==> src/rtl/vga_pkg.sv <==
// Frame buffer geometry and pixel format shared by the read and write sides.
package vga_pkg;

    localparam int unsigned FB_W      = 160;
    localparam int unsigned FB_H      = 100;
    localparam int unsigned FB_DEPTH  = FB_W * FB_H;
    localparam int unsigned FB_ADDR_W = $clog2(FB_DEPTH);
    localparam int unsigned FB_X_W    = $clog2(FB_W);
    localparam int unsigned FB_Y_W    = $clog2(FB_H);
    localparam int unsigned PIX_W     = 24;
    localparam int unsigned CNT_W     = 16;

    typedef struct packed {
        logic [7:0] r;
        logic [7:0] g;
        logic [7:0] b;
    } pixel_t;

endpackage

==> src/rtl/fb_pos_counter.sv <==
// Raster position tracker: x/y plus a running linear address (addr == y*FB_W + x).
// clr alone returns to (0,0); clr with inc lands on (1,0), i.e. pixel 0 consumed.
module fb_pos_counter
    import vga_pkg::*;
(
    input  logic                 clk,
    input  logic                 rst_n,
    input  logic                 i_clr,
    input  logic                 i_inc,
    output logic [FB_X_W-1:0]    o_x,
    output logic [FB_Y_W-1:0]    o_y,
    output logic [FB_ADDR_W-1:0] o_addr,
    output logic                 o_last
);

    logic [FB_X_W-1:0]    r_x;
    logic [FB_Y_W-1:0]    r_y;
    logic [FB_ADDR_W-1:0] r_addr;
    logic                 w_x_end;
    logic                 w_y_end;

    assign w_x_end = (r_x == FB_X_W'(FB_W - 1));
    assign w_y_end = (r_y == FB_Y_W'(FB_H - 1));

    // Position update: clear, restart-after-pixel-0, or advance with line/frame wrap.
    always_ff @(posedge clk or negedge rst_n) begin
        if (!rst_n) begin
            r_x    <= '0;
            r_y    <= '0;
            r_addr <= '0;
        end else if (i_clr && i_inc) begin
            r_x    <= FB_X_W'(1);
            r_y    <= '0;
            r_addr <= FB_ADDR_W'(1);
        end else if (i_clr) begin
            r_x    <= '0;
            r_y    <= '0;
            r_addr <= '0;
        end else if (i_inc) begin
            if (w_x_end) begin
                r_x <= '0;
                if (w_y_end) begin
                    r_y    <= '0;
                    r_addr <= '0;
                end else begin
                    r_y    <= r_y + FB_Y_W'(1);
                    r_addr <= r_addr + FB_ADDR_W'(1);
                end
            end else begin
                r_x    <= r_x + FB_X_W'(1);
                r_addr <= r_addr + FB_ADDR_W'(1);
            end
        end
    end

    assign o_x    = r_x;
    assign o_y    = r_y;
    assign o_addr = r_addr;
    assign o_last = w_x_end && w_y_end;

endmodule

==> src/rtl/frame_writer.sv <==
// Pixel stream to frame-memory write port with frame sync, resync detection and frame counting.
module frame_writer
    import vga_pkg::*;
(
    input  logic                 clk,
    input  logic                 rst_n,
    input  logic                 s_valid,
    output logic                 s_ready,
    input  logic                 s_sof,
    input  logic [PIX_W-1:0]     s_data,
    input  logic                 wr_allow,
    output logic                 wr_en,
    output logic [FB_ADDR_W-1:0] wr_addr,
    output logic [PIX_W-1:0]     wr_data,
    output logic                 busy,
    output logic                 frame_done,
    output logic                 err_resync,
    output logic [CNT_W-1:0]     frame_cnt
);

    typedef enum logic [1:0] {IDLE, WRITE, DONE} fw_state_t;

    fw_state_t            r_state;
    logic                 w_accept;
    logic                 w_clr;
    logic                 w_inc;
    logic                 w_last;
    logic [FB_ADDR_W-1:0] w_addr;
    logic [FB_X_W-1:0]    w_x;
    logic [FB_Y_W-1:0]    w_y;
    logic                 w_unused;

    // Ready is held low in reset and for the single DONE cycle.
    assign s_ready  = rst_n & wr_allow & (r_state != DONE);
    assign w_accept = s_valid & s_ready;

    // x/y are only consumed by the read side; the address alone drives writes here.
    assign w_unused = ^{w_x, w_y};

    // Counter control: sof restarts past pixel 0, last pixel and DONE clear, others advance.
    always_comb begin
        w_clr = 1'b0;
        w_inc = 1'b0;
        case (r_state)
            IDLE: begin
                if (w_accept && s_sof) begin
                    w_clr = 1'b1;
                    w_inc = 1'b1;
                end
            end
            WRITE: begin
                if (w_accept) begin
                    if (s_sof) begin
                        w_clr = 1'b1;
                        w_inc = 1'b1;
                    end else if (w_last) begin
                        w_clr = 1'b1;
                    end else begin
                        w_inc = 1'b1;
                    end
                end
            end
            DONE:    w_clr = 1'b1;
            default: w_clr = 1'b1;
        endcase
    end

    fb_pos_counter u_pos (
        .clk    (clk),
        .rst_n  (rst_n),
        .i_clr  (w_clr),
        .i_inc  (w_inc),
        .o_x    (w_x),
        .o_y    (w_y),
        .o_addr (w_addr),
        .o_last (w_last)
    );

    // Frame FSM with registered write port and status outputs.
    always_ff @(posedge clk or negedge rst_n) begin
        if (!rst_n) begin
            r_state    <= IDLE;
            wr_en      <= 1'b0;
            wr_addr    <= '0;
            wr_data    <= '0;
            busy       <= 1'b0;
            frame_done <= 1'b0;
            err_resync <= 1'b0;
            frame_cnt  <= '0;
        end else begin
            wr_en      <= 1'b0;
            frame_done <= 1'b0;
            err_resync <= 1'b0;
            case (r_state)
                IDLE: begin
                    if (w_accept && s_sof) begin
                        wr_en   <= 1'b1;
                        wr_addr <= '0;
                        wr_data <= s_data;
                        busy    <= 1'b1;
                        r_state <= WRITE;
                    end
                end
                WRITE: begin
                    if (w_accept) begin
                        wr_en   <= 1'b1;
                        wr_data <= s_data;
                        if (s_sof) begin
                            wr_addr    <= '0;
                            err_resync <= 1'b1;
                        end else begin
                            wr_addr <= w_addr;
                            if (w_last) begin
                                busy       <= 1'b0;
                                frame_done <= 1'b1;
                                frame_cnt  <= frame_cnt + CNT_W'(1);
                                r_state    <= DONE;
                            end
                        end
                    end
                end
                DONE: begin
                    r_state <= IDLE;
                end
                default: begin
                    busy    <= 1'b0;
                    r_state <= IDLE;
                end
            endcase
        end
    end

endmodule

==> config.mk <==
export PLATFORM = sky130hd
export DESIGN_NAME = frame_writer
export DESIGN_NICKNAME = d
export VERILOG_FILES = /design/src/rtl/vga_pkg.sv /design/src/rtl/fb_pos_counter.sv /design/src/rtl/frame_writer.sv
export SDC_FILE = /design/constraint.sdc
export NUM_CORES = 1
export LEC_CHECK = 0
export BUFFER_PORTS_ARGS = -buffer_cell sky130_fd_sc_hd__clkbuf_2
export CAP_MARGIN = 10
export CORE_MARGIN = 4
export CORE_UTILIZATION = 54
export CTS_CLUSTER_SIZE = 14
export DETAILED_ROUTE_END_ITERATION = 12
export GPL_TIMING_DRIVEN = 0
export HOLD_SLACK_MARGIN = 0.08
export PLACE_DENSITY_LB_ADDON = 0.3
export SLEW_MARGIN = 15
export SYNTH_ARGS = -nofsm -noshare
export SYNTH_HDL_FRONTEND = slang
export SYNTH_SLANG_ARGS = --single-unit
export TNS_END_PERCENT = 5
==> constraint.sdc <==
create_clock -name clk -period 3.1 [get_ports clk]
set_clock_uncertainty 0.2 [all_clocks]
set_input_delay 0.465 -clock clk [delete_from_list [all_inputs] [get_ports clk]]
set_output_delay 0.465 -clock clk [all_outputs]
set_load 0.1 [all_outputs]
After elaboration in Yosys (flattened, before gate mapping)
Index checks and enable logic that the tools add are counted.

storage, ports and cells
  bits in registers = 89
  input bits = 29
  output and inout port bits = 59
  word-level logic and storage cells = 89

operators by class
  add/sub/neg operators = 4
  equal/unequal tests = 9
  mux-type cells = 48
  bitwise logic cells = 5
  reductions and logical operators = 12

operators with widths
  cell                                           number
  2-to-1 mux 14 bit                              8
  2-to-1 mux 24 bit                              2
  one-hot mux 24 bit (2 select lines)            1
  2-to-1 mux 7 bit                               5
  2-to-1 mux 8 bit                               4
  one-hot mux 14 bit (2 select lines)            1
  2-to-1 mux 1 bit                               18
  adder 16 x 1 -> 16 bit, second input constant  1
  adder 14 x 1 -> 14 bit, second input constant  1
  adder 8 x 1 -> 8 bit, second input constant    1
  == test 8 bit, second input constant           1
  2-to-1 mux 2 bit                               4
  != test 2 bit, second input constant           4
  AND reduction 4 bit                            2
  adder 7 x 1 -> 7 bit, second input constant    1
  == test 7 bit, second input constant           1
  one-hot mux 1 bit (2 select lines)             3
  nonzero test 3 bit                             2
  AND reduction 5 bit                            1
  one-hot mux 2 bit (2 select lines)             1
  AND 1 bit                                      3
  logical AND 1 bit                              3
  one-hot mux 1 bit (3 select lines)             1
  AND reduction 3 bit                            1
  7 further kinds                                8

Logic depth before layout (Yosys ltp)
  depth in word-level cells = 9
  mapped depth = 8
  depth with buffers taken out = 6

By module
Synthesis repeated with hierarchy kept, for this count alone.

second synthesis, totals
  cell total of the unflattened synthesis = 351
  area, all modules = 3998.8 um^2

modules (own cells, without submodules)
  module          instances  cells an instance  area an instance (um^2)  seq. area each (um^2)
  frame_writer    1          196                2451.1                   1501.4
  fb_pos_counter  1          155                1547.7                   725.7

Worst setup path after synthesis
OpenSTA, ideal clock, no wires.

  path kind = flip-flop to flip-flop
  start = reg r_state[1]
  end = reg r_state[0]
  setup time = 0.131 ns
  data arrival time = 2.623 ns
  required time = 2.769 ns
  slack = 0.146 ns
  cell stages (with the launch flop) = 6
  buffers on the path = 1
  clock period less this slack = 2.954 ns
  cells stage by stage = dfrtp_1 > clkbuf_1 > a21oi_1 > nand3_1 > a32oi_1 > nor2_1

between the ends
  longest elaborated chain between the ends = 6
  elaborated cells between the ends (all ways) = 12
  classes of those cells = eq/ne (6); mux (1); bitwise (2); reduce/logical (3)

ends and longest elaborated chain
  what                                    RTL line             RTL
  start: declaration                      frame_writer.sv:23   fw_state_t r_state;
  start signal: assignment                frame_writer.sv:82   r_state <= IDLE;
  start signal: assignment                frame_writer.sv:101  r_state <= WRITE;
  start signal: assignment                frame_writer.sv:117  r_state <= DONE;
  != test 2 bit *                         frame_writer.sv:34   assign s_ready = rst_n & wr_allow & (r_state != DONE);
  AND 1 bit *                             frame_writer.sv:34
  via s_ready                             frame_writer.sv:8    output logic s_ready,
  AND 1 bit *                             frame_writer.sv:35   assign w_accept = s_valid & s_ready;
  logical AND 1 bit                       frame_writer.sv:96   if (w_accept && s_sof) begin
  != test 2 bit (no source line)          n/a
  AND reduction 4 bit (no source line) *  n/a

Mark *: on every way through the listed nets, which the timed path passes. The rest lies on a longest branch.
A chain may end at the register's enable or synchronous reset.

Worst setup path in the final report
  start = in rst_n
  end = out s_ready

between the ends
  longest elaborated chain between the ends = 2

ends and longest elaborated chain
  what                    RTL line            RTL
  start: declaration      frame_writer.sv:6   input logic rst_n,
  AND 1 bit (2 in a row)  frame_writer.sv:34
  end: declaration        frame_writer.sv:8

Every way passes these cells.

==> flow_summary.ini <==
[timing]
slew_headroom_pct = 51.38
fin_crit_ns = 2.602
drv_slew = 0
setup_viol = 0
fin_crit_sh_pct = 83.94
rsz0062_at_grt = false
fin_ws_ns = 0.4980
tightest_slew_ns = 0.7293
fmax_mhz = 384.3
hold_slack_ns = -0.05276
final_hold_viol_count = 29

[hold_path]
hp-class = in2async

[synthesis]
synth_seq_area_share_pct = 54.15
syn_area_per_cell_um2 = 10.13
syn_nets = 439
synth_area_mm2 = 0.004113
ys_types = 52
synth_warnings = 0
syn_inst = 406
ys_seq_elements = 89

[placement]
portBuffers = 86
hpwl_um = 6190
gp_congestion = 0.7908
place_ws_ns = 0.3135

[clock_tree]
cts_tree = done
cts_buffers = 9
path_clk_slew_ns = 0.09
clk-insertion-delay-late_ns = 0.35
cts.sinks = 89
root_buffer = clkbuf_8
clockBufferDepth = 2
cts_setup_buffers = 0
htreeDepth = 3
ctsResizeCount = 0

[detailed_routing]
vias = 3240
viasPerCell = 5.338
drc = 0
drt_iter0_drc = 186
wl_per_cell_um = 14.37
antenna_left = 0
drt_pass1_iterations = 5
wl_um = 8722

[global_routing]
grt_use_total_pct = 20.02
met1_usage_pct = 26.83
grt_pass1_wl_um = 14390
grt_util_met3_pct = 4.262
grt.busiest_layer = met2
grt_pass1_vias = 3133
grt.overflow.total = 0
antenna_found_initial = 0
grt_max_degree = 95
grtUsageMet2_pct = 32.36

[power_and_ir_drop]
ir_worst_vdd_mv = 0.3647
powerDensity_mw_per_mm2 = 637.0
power.leakage_nw = 2.500

[floorplanning]
fp.dieH_um = 95.27
row_count = 31
io_pins = 88
die_w_um = 95.27
initial_utilization_pct = 56.10
die_area_mm2 = 0.009076
core_area_mm2 = 0.007331

[critical_path]
cp-end-kind = primary output
r2r-start = u_pos.o_x[0]
max_stage_delay_ns = 0.53
cp.arrival_ns = 1.94
cp_max_fo = 94
path_cells = clkbuf_8 -> nand2_1 -> a21oi_1 -> clkbuf_2
ff2ff_setup_slack_ns = 0.64
r2r-end = frame_cnt[12]
start_kind = input pin
path_class = in2out
required_ns = 2.43
cp_slowest_cell = clkbuf_8
r2r_cells = 6

[finish]
drive_gt1_share_pct = 25.79
syn2layout_area_growth_pct = 18.83
finalNetCount = 536
num_antenna_cells = 0

[outcome]
violations = negative hold slack
status = finished with violations

[job]
cap_viol_max_count = 0
-- metal layers --
| layer | wire length, µm | vias up | part of all wire [%] |
|---|---|---|---|
| met1 | 3868 | 1546 | 44 |
| li1 | - | 1588 | - |
| met4 | 133 | 0 | 1.5 |
| met3 | 557 | 11 | 6.4 |
| met5 | 0 | - | 0 |
| met2 | 4162 | 95 | 48 |
-- power breakdown --
group          total, mW  internal (mW)  switching (mW)
clock              0.867          0.459           0.408
combinational      0.890          0.146           0.744
sequential          1.36           1.27          0.0873
total               3.11           1.87            1.24
-- per-stage QoR --
| step | cells | power (mW) | area (µm²) | setup TNS, ns | utilization, % |
|---|---|---|---|---|---|
| after CTS | 607 | 3.134 | 4887 | 0 | 66.67 |
| after floorplan | 406 | 2.087 | 4113 | 0 | - |
| final | 607 | 3.113 | 4887 | 0 | 66.67 |
| after detailed placement | 591 | 2.271 | 4676 | 0 | 63.78 |
| after global routing | 607 | 3.249 | 4887 | 0 | 66.67 |
| after global placement | 591 | 2.252 | 4667 | -54.33 | 63.66 |
-- layout by cell type, fill, tap and decap left out, types with 5 or more instances in the layout --
cell,netlist,routed
nand2_1,118,118
dfrtp_1,89,89
clkbuf_2,0,85
nand3_1,24,24
xnor2_1,19,19
nand4_1,17,17
nor2_1,15,15
xor2_1,14,14
o21ai_0,13,13
clkbuf_1,8,11
nor2_4,10,10
clkbuf_8,0,10
and3_1,7,7
a21oi_1,6,6
buf_2,6,6
nor3_1,5,5
-- cells in the mapped netlist, drive strengths merged --
cell type / number / area (µm²)
clkbuf: 8 / 30.03
o31ai: 1 / 7.510
xor2: 14 / 122.6
o21ai: 14 / 70.06
o311ai: 1 / 8.760
and4bb: 1 / 16.27
nor3: 6 / 35.03
a311oi: 4 / 41.29
a22o: 3 / 26.28
nand4: 18 / 127.6
nand2: 119 / 454.2
inv: 3 / 11.26
nor3b: 4 / 46.29
a221o: 1 / 10.01
and2: 2 / 12.51
and4: 5 / 46.29
nor4: 3 / 40.04
nand3: 24 / 120.1
nor4b: 1 / 8.760
o211ai: 1 / 7.510
and3: 7 / 43.79
nor2b: 1 / 6.260
xnor2: 19 / 166.4
o2bb2ai: 1 / 8.760
o2111a: 1 / 11.26
buf: 10 / 76.32
nor2: 26 / 175.2
o2111ai: 1 / 8.760
or4: 1 / 7.510
a32oi: 1 / 8.760
a21oi: 6 / 30.03
a211oi: 2 / 20.02
mux2: 1 / 11.26
ha: 4 / 50.05
a31oi: 3 / 18.77
dfrtp: 89 / 2227
-- area by class of cell --
| type | instances | area [µm²] |
|---|---|---|
| plain buffers | 18 | 106.4 |
| well taps | 99 | 123.9 |
| clock inverters | 4 | 76.32 |
| inverters | 3 | 11.26 |
| repair buffers | 86 | 439.2 |
| multi-input cells | 296 | 1768 |
| flip-flops and latches | 89 | 2227 |
| clock buffers | 12 | 135.1 |
| fillers | 592 | 2444 |
-- worst max-delay path by stage --
stage / slack, ns / endpoint / cells past startpoint / start
2_1_floorplan: 0.15 / r_state[0] / 5 / r_state[1]
3_3_place_gp: -0.88 / u_pos.o_addr[10] / 6 / rst_n
3_5_place_dp: 0.31 / frame_cnt[10] / 7 / rst_n
4_1_cts: 0.45 / s_ready / 4 / rst_n
5_1_grt: 0.32 / s_ready / 4 / rst_n
6_report: 0.50 / s_ready / 4 / rst_n
-- flip-flops by register name, indices dropped and copies added (netlist names), 2 cells and up --
name          flops
wr_data          24
u_pos.o_addr     14
frame_cnt        16
wr_addr          14
u_pos.o_y         7
r_state           2
u_pos.o_x         8
-- kinds of logic after synthesis --
family	synth area share, %
fa+ha+maj	1.217
buf+inv	2.860
xor+xnor	7.028
simple gates	27.72
compound gates	6.754
flops	54.15
mux	0.2738
-- worst max-delay path: cells and delay by family --
| family | cells | cell delay [ns] |
|---|---|---|
| AND/OR/NAND/NOR | 1 | 0.11 |
| AO/OA/AOI/OAI | 1 | 0.26 |
| buffers and inverters | 2 | 1.04 |
No activity file was read; power rests on OpenSTA's default activity.
